<file path="src/rtl/iob_dma_axis_packer.sv">
// AXI-Stream width packer: gathers IN_W samples into OUT_W words for the DMA input,
// with flush and a packed-word counter. Define IOB_DMA_PACKER_TKEEP_EN to add out_tkeep_o.
module iob_dma_axis_packer #(
    parameter int IN_W  = 8,
    parameter int OUT_W = 32,
    parameter int CNT_W = 32
) (
    input  logic                     clk_i,
    input  logic                     cke_i,
    input  logic                     rst_n_i,
    input  logic                     clr_i,
    input  logic                     flush_i,
    input  logic [IN_W-1:0]          in_tdata_i,
    input  logic                     in_tvalid_i,
    output logic                     in_tready_o,
    input  logic                     in_tlast_i,
    output logic [OUT_W-1:0]         out_tdata_o,
    output logic                     out_tvalid_o,
    input  logic                     out_tready_i,
    output logic                     out_tlast_o,
    output logic [CNT_W-1:0]         word_cnt_o
`ifdef IOB_DMA_PACKER_TKEEP_EN
    ,
    output logic [OUT_W/IN_W-1:0]    out_tkeep_o
`endif
);

    localparam int RATIO  = OUT_W / IN_W;
    localparam int LANE_W = $clog2(RATIO);

    logic [LANE_W-1:0] lane_q, lane_nxt;
    logic [OUT_W-1:0]  acc_q, acc_pk;
    logic [OUT_W-1:0]  out_data_q;
    logic              out_valid_q, out_last_q;
    logic              flush_pend_q, flush_pend_nxt;
    logic [CNT_W-1:0]  word_cnt_q;

    logic in_hs, out_hs, out_free, last_lane;
    logic load_in, load_fl, defer;

    assign last_lane    = (lane_q == LANE_W'(RATIO - 1));
    assign in_tready_o  = rst_n_i & cke_i & ~flush_pend_q
                        & ~(last_lane & out_valid_q & ~out_tready_i);
    assign out_tvalid_o = out_valid_q & cke_i;
    assign out_tdata_o  = out_data_q;
    assign out_tlast_o  = out_last_q;
    assign word_cnt_o   = word_cnt_q;

    assign in_hs    = in_tvalid_i & in_tready_o;
    assign out_hs   = out_tvalid_o & out_tready_i;
    assign out_free = ~out_valid_q | out_tready_i;

    // A tlast on a middle lane while the out register is stuck is parked as a
    // pending flush, so the input handshake never has to look at tlast.
    assign load_in = in_hs & (last_lane | in_tlast_i) & out_free;
    assign defer   = in_hs & in_tlast_i & ~last_lane & ~out_free;
    assign load_fl = flush_pend_q & out_free;

    always_comb begin
        acc_pk = acc_q;
        for (int k = 0; k < RATIO; k++)
            if (in_hs && lane_q == LANE_W'(k))
                acc_pk[k*IN_W +: IN_W] = in_tdata_i;
    end

    always_comb begin
        lane_nxt = lane_q;
        if (load_in || load_fl)
            lane_nxt = '0;
        else if (in_hs)
            lane_nxt = lane_q + LANE_W'(1);
    end

    always_comb begin
        flush_pend_nxt = flush_pend_q;
        if (load_fl)
            flush_pend_nxt = 1'b0;
        if ((flush_i || defer) && lane_nxt != '0)
            flush_pend_nxt = 1'b1;
    end

`ifdef IOB_DMA_PACKER_TKEEP_EN
    logic [RATIO-1:0] keep_q, keep_pk, keep_out_q;

    always_comb begin
        keep_pk = keep_q;
        for (int k = 0; k < RATIO; k++)
            if (in_hs && lane_q == LANE_W'(k))
                keep_pk[k] = 1'b1;
    end

    always_ff @(posedge clk_i) begin
        if (!rst_n_i) begin
            keep_q     <= '0;
            keep_out_q <= '0;
        end else if (cke_i) begin
            if (load_in) begin
                keep_out_q <= keep_pk;
                keep_q     <= '0;
            end else if (load_fl) begin
                keep_out_q <= keep_q;
                keep_q     <= '0;
            end else begin
                keep_q     <= keep_pk;
            end
        end
    end

    assign out_tkeep_o = keep_out_q;
`endif

    always_ff @(posedge clk_i) begin
        if (!rst_n_i) begin
            lane_q       <= '0;
            acc_q        <= '0;
            out_data_q   <= '0;
            out_valid_q  <= 1'b0;
            out_last_q   <= 1'b0;
            flush_pend_q <= 1'b0;
            word_cnt_q   <= '0;
        end else if (cke_i) begin
            lane_q       <= lane_nxt;
            flush_pend_q <= flush_pend_nxt;
            if (load_in) begin
                out_data_q  <= acc_pk;
                out_last_q  <= in_tlast_i;
                out_valid_q <= 1'b1;
                acc_q       <= '0;
            end else if (load_fl) begin
                out_data_q  <= acc_q;
                out_last_q  <= 1'b1;
                out_valid_q <= 1'b1;
                acc_q       <= '0;
            end else begin
                acc_q       <= acc_pk;
                if (out_hs)
                    out_valid_q <= 1'b0;
            end
            if (clr_i)
                word_cnt_q <= '0;
            else if (out_hs)
                word_cnt_q <= word_cnt_q + CNT_W'(1);
        end
    end

endmodule

</file>
<file path="config.mk">
export PLATFORM = sky130hd
export DESIGN_NAME = iob_dma_axis_packer
export DESIGN_NICKNAME = d
export VERILOG_FILES = /design/src/rtl/iob_dma_axis_packer.sv
export SDC_FILE = /design/constraint.sdc
export NUM_CORES = 1
export LEC_CHECK = 0
export CAP_MARGIN = 20
export CORE_UTILIZATION = 48
export CTS_CLUSTER_DIAMETER = 150
export DETAILED_ROUTE_END_ITERATION = 8
export GPL_TIMING_DRIVEN = 0
export PLACE_DENSITY = 0.77
export SKIP_LAST_GASP = 1
export SLEW_MARGIN = 20
export SYNTH_ARGS = -nofsm -noshare
export SYNTH_HDL_FRONTEND = slang
export SYNTH_SLANG_ARGS = --single-unit
export TNS_END_PERCENT = 5
</file>
<file path="constraint.sdc">
create_clock -name clk_i -period 2.6 [get_ports clk_i]
set_input_delay 0.26 -clock clk_i [delete_from_list [all_inputs] [get_ports clk_i]]
set_output_delay 0.26 -clock clk_i [all_outputs]
set_load 0.01 [all_outputs]
</file>
==> impl.org <==
** Routing
- The routed design has 10.4 mm of wire.
- In the final routed layout, each cell accounts on average for 16.3 um.
- After detailed routing, the number of vias per cell comes to 5.75.
- Detailed routing inserted a total of 3,660 vias.
- The first detailed-routing pass took 8 iterations.
- Wire segments on met2 add up to 5.00 mm in the final route.
- Remaining design rule violation count :: 14
- Iteration-0 DRC count of the detailed router :: 169
- In this run the top signal layer used is met4.
- Antenna violation net count after detailed routing :: 0
- In the detailed route, the total length drawn on met3 is 555 um.
- Routed length on met1 :: 4.75 mm

** Final layout
- Relative to the synthesized area, the layout overhead comes to 25.7%.
- In the layout the commonest cells are dfxtp_1, clkdlybuf4s50_1, mux2i_1, o2bb2ai_1, nand2_1.
- Finished Cell Area :: 0.00553 mm2
- Fin cells :: 636
- The net count of the finished layout is 544.
- Leaving out fill and tap cells, the most frequent cell in the layout is dfxtp_1.
- Of the cells placed in the final design, the portion with a size suffix greater than 1 is 0.0871.
- The repair_antennas step left the layout with diodes totalling 0.

** Synth
- Syn Inst Count :: 431
- Flip-flop and latch count after synthesis :: 101
- Cell area after synthesis :: 0.00440 mm2
- Nets in the synthesized netlist :: 452
- Most area-hungry cell type in the Yosys netlist :: dfxtp_1
- Part of the Yosys area used for sequential elements :: 0.459
- Portion of synthesized cell area occupied by the leading cell type :: 0.459
- Post-synthesis average cell area :: 10.2 um2
- Counting flops with a built-in enable in the synthesized netlist gives 0.
- Counting flops with an async set or reset pin after synthesis yields a share of 0.
- Leading cell types by total area after synthesis :: dfxtp_1, mux2i_1, o2bb2ai_1
- For this run, the number of Yosys warnings is 0.
- Among all flip-flop cells after synthesis, the most frequent one is dfxtp_1.
- The number of different library cells used by synthesis comes to 53.

** Pwr
- Pleak :: 2.13 nW
- P per Cell Area :: 477 mW/mm2
- The worst-case IR drop observed on VDD is 310 uV.

** Placed design
- The count of buffers added on input and output ports is 81.
- At the end of routability-driven placement, the weighted congestion stood at 0.799.
- Once placement finished, the instance area stood at 0.00535 mm2.
- After detailed placement, the design holds a cell count of 620.
- Detailed placement ended at an HPWL of 7.54 mm.

** STA
- Static timing analysis puts the maximum clock frequency at 428 MHz.
- The final-report hold violation count was 0.
- Worst slew pin tran :: 0.482 ns
- Fin Hold WS :: 0.352 ns
- Minimum clock period after layout :: 2.34 ns
- Measured against its own limit, the worst slew margin works out to 0.679.
- Fraction of the cycle the final worst path needs :: 0.899
- Sum of negative setup slack :: 0 ns
- Maximum clock skew at final layout :: 0.0131 ns
- Pins over their slew limit :: 0
- Setup violations remaining at the end of the flow were counted as 0.
- RSZ-0062 raised after global routing :: false

** Global routing
- The total overflow left after global routing is 0.
- Antenna violations before repair :: 0
- Number of global-route vias before repair :: 3,542
- Across every metal layer, demand over resource in global routing totals 0.223.
- Largest net degree at the start of global routing :: 18
- Wire length of the first global-routing pass :: 17.2 mm

** Floorplan
- Total die area :: 0.00956 mm2
- The die is 97.8 um wide.
- Core outline area :: 0.00881 mm2
- Initial standard-cell utilization of the core :: 0.500
- Die Height :: 97.8 um
- In this run the count of I/O pins placed on the die edge is 83.
- Row generation in the floorplan step produced 34 rows.

** Setup path
- Crit-path max FO :: 6
- Setup slack on the worst reg-to-reg path comes out at 0.52 ns.
- CP Data Arrival Time :: 2.08 ns
- STA classifies the critical path startpoint as a flip-flop.
- STA classifies the critical path endpoint as an output pin.
- CP Class :: reg -> out
- Data required time at the worst endpoint :: 2.34 ns

** Clock network
- Insertion delay to the later sink of the worst-skew pair :: 0.36 ns
- Clock-pin slew on the worst setup and hold paths :: 0.10 ns
- Htree depth :: 3
- Maximum root-to-sink buffer count :: 2
- TritonCTS Sinks :: 101
- Post-cts gate resize count :: 0
- TritonCTS built the clock tree.
- The number of clock buffers added by TritonCTS is 9.
- Buffers inserted during post-CTS setup optimization :: 0
- In this run, post-CTS hold repair placed 0 buffers.
- CTS placed an instance of clkbuf_8 at the clock tree root.

** Run
- Max capacitance violation total :: 0

** Min path
- Type of the tightest min-delay check :: in -> reg

** Run status
- Run status :: complete, but fails checks
- Violations in the final reports :: design-rule violations
[cells by family (layout without fill, tap and decap cells)]
family          count (synthesis)  count (layout)  share of synthesized area
compound gates                103             103                      0.182
xor+xnor                        7               7                     0.0139
flops                         101             101                      0.459
buf+inv                        32             129                     0.0338
simple gates                  136             136                      0.190
mux                            47              47                      0.107
fa+ha+maj                       5               5                     0.0142
[stage by stage]
step	util	worst slack [ns]	total power, W
floorplan	-	0.870	0.00169
global placement	0.607	0.328	0.00176
detailed placement	0.607	0.321	0.00176
CTS	0.628	0.242	0.00267
global route	0.628	0.140	0.00275
finish	0.628	0.264	0.00264
[path summary, 6_finish.rpt]
path | depth (start not counted) | startpoint | to
worst max register to register | 6 | lane_q[0] | out_tdata_o[5]
worst min register to register | 2 | word_cnt_o[31] | word_cnt_o[31]
worst max-delay path | 4 | lane_q[0] | in_tready_o
worst min-delay path | 4 | cke_i | word_cnt_o[31]
[flip-flops by register name, summed over array words and instances, names as in the netlist]
name and cells:
out_valid_q 1, out_tdata_o 32, out_tlast_o 1, lane_q 2, word_cnt_o 32, flush_pend_q 1
acc_q 32
[Yosys cell counts, types with 4 or more instances]
cell type    n
o21a_1       4
dfxtp_1    101
nor4_1      12
nand4_2      4
nand2_1     29
and3_1       7
nand3_1      9
inv_1        6
nand2b_1    16
buf_2       11
and2_1      13
or4_1        4
o21ai_0     10
a22o_1      25
a22oi_1      4
ha_1         5
o2bb2ai_1   32
xor2_1       4
or3_1        6
mux2i_1     47
o31ai_1      4
nand4_1      6
nor2_1      11
a21oi_1     15
clkbuf_1    10
[routing by layer]
layer  global-route usage  vias to the layer above
met5                    0                        -
met4               0.0618                        0
met3               0.0544                        7
met2                0.375                      114
met1                0.286                     1748
li1                     -                     1791
[layout make-up]
type / count / area (um2)
Fill cell: 737 / 3270
Timing Repair Buffer: 81 / 811
Clock buffer: 10 / 138
Tap cell: 108 / 135
Inverter: 7 / 26.3
Sequential cell: 101 / 2020
Multi-Input combinational cell: 298 / 2230
Buffer: 25 / 123
Clock inverter: 6 / 46.3
[where the power goes]
group | leakage, nW | internal (W) | total [W] | switching, W
Clock | 0.0889 | 0.000379 | 0.000912 | 0.000533
Combinational | 1.23 | 0.0000624 | 0.000166 | 0.000104
Sequential | 0.814 | 0.00155 | 0.00156 | 0.00000690
Total | 2.13 | 0.00200 | 0.00264 | 0.000644
[critical path, stage by stage, from the launching register on]
cell and delay (ns):
dfxtp_1 0.44, ha_1 0.32, nand3b_1 0.24, and3_1 0.24
clkdlybuf4s50_1 0.47
No activity file was read; power rests on OpenSTA's default activity.
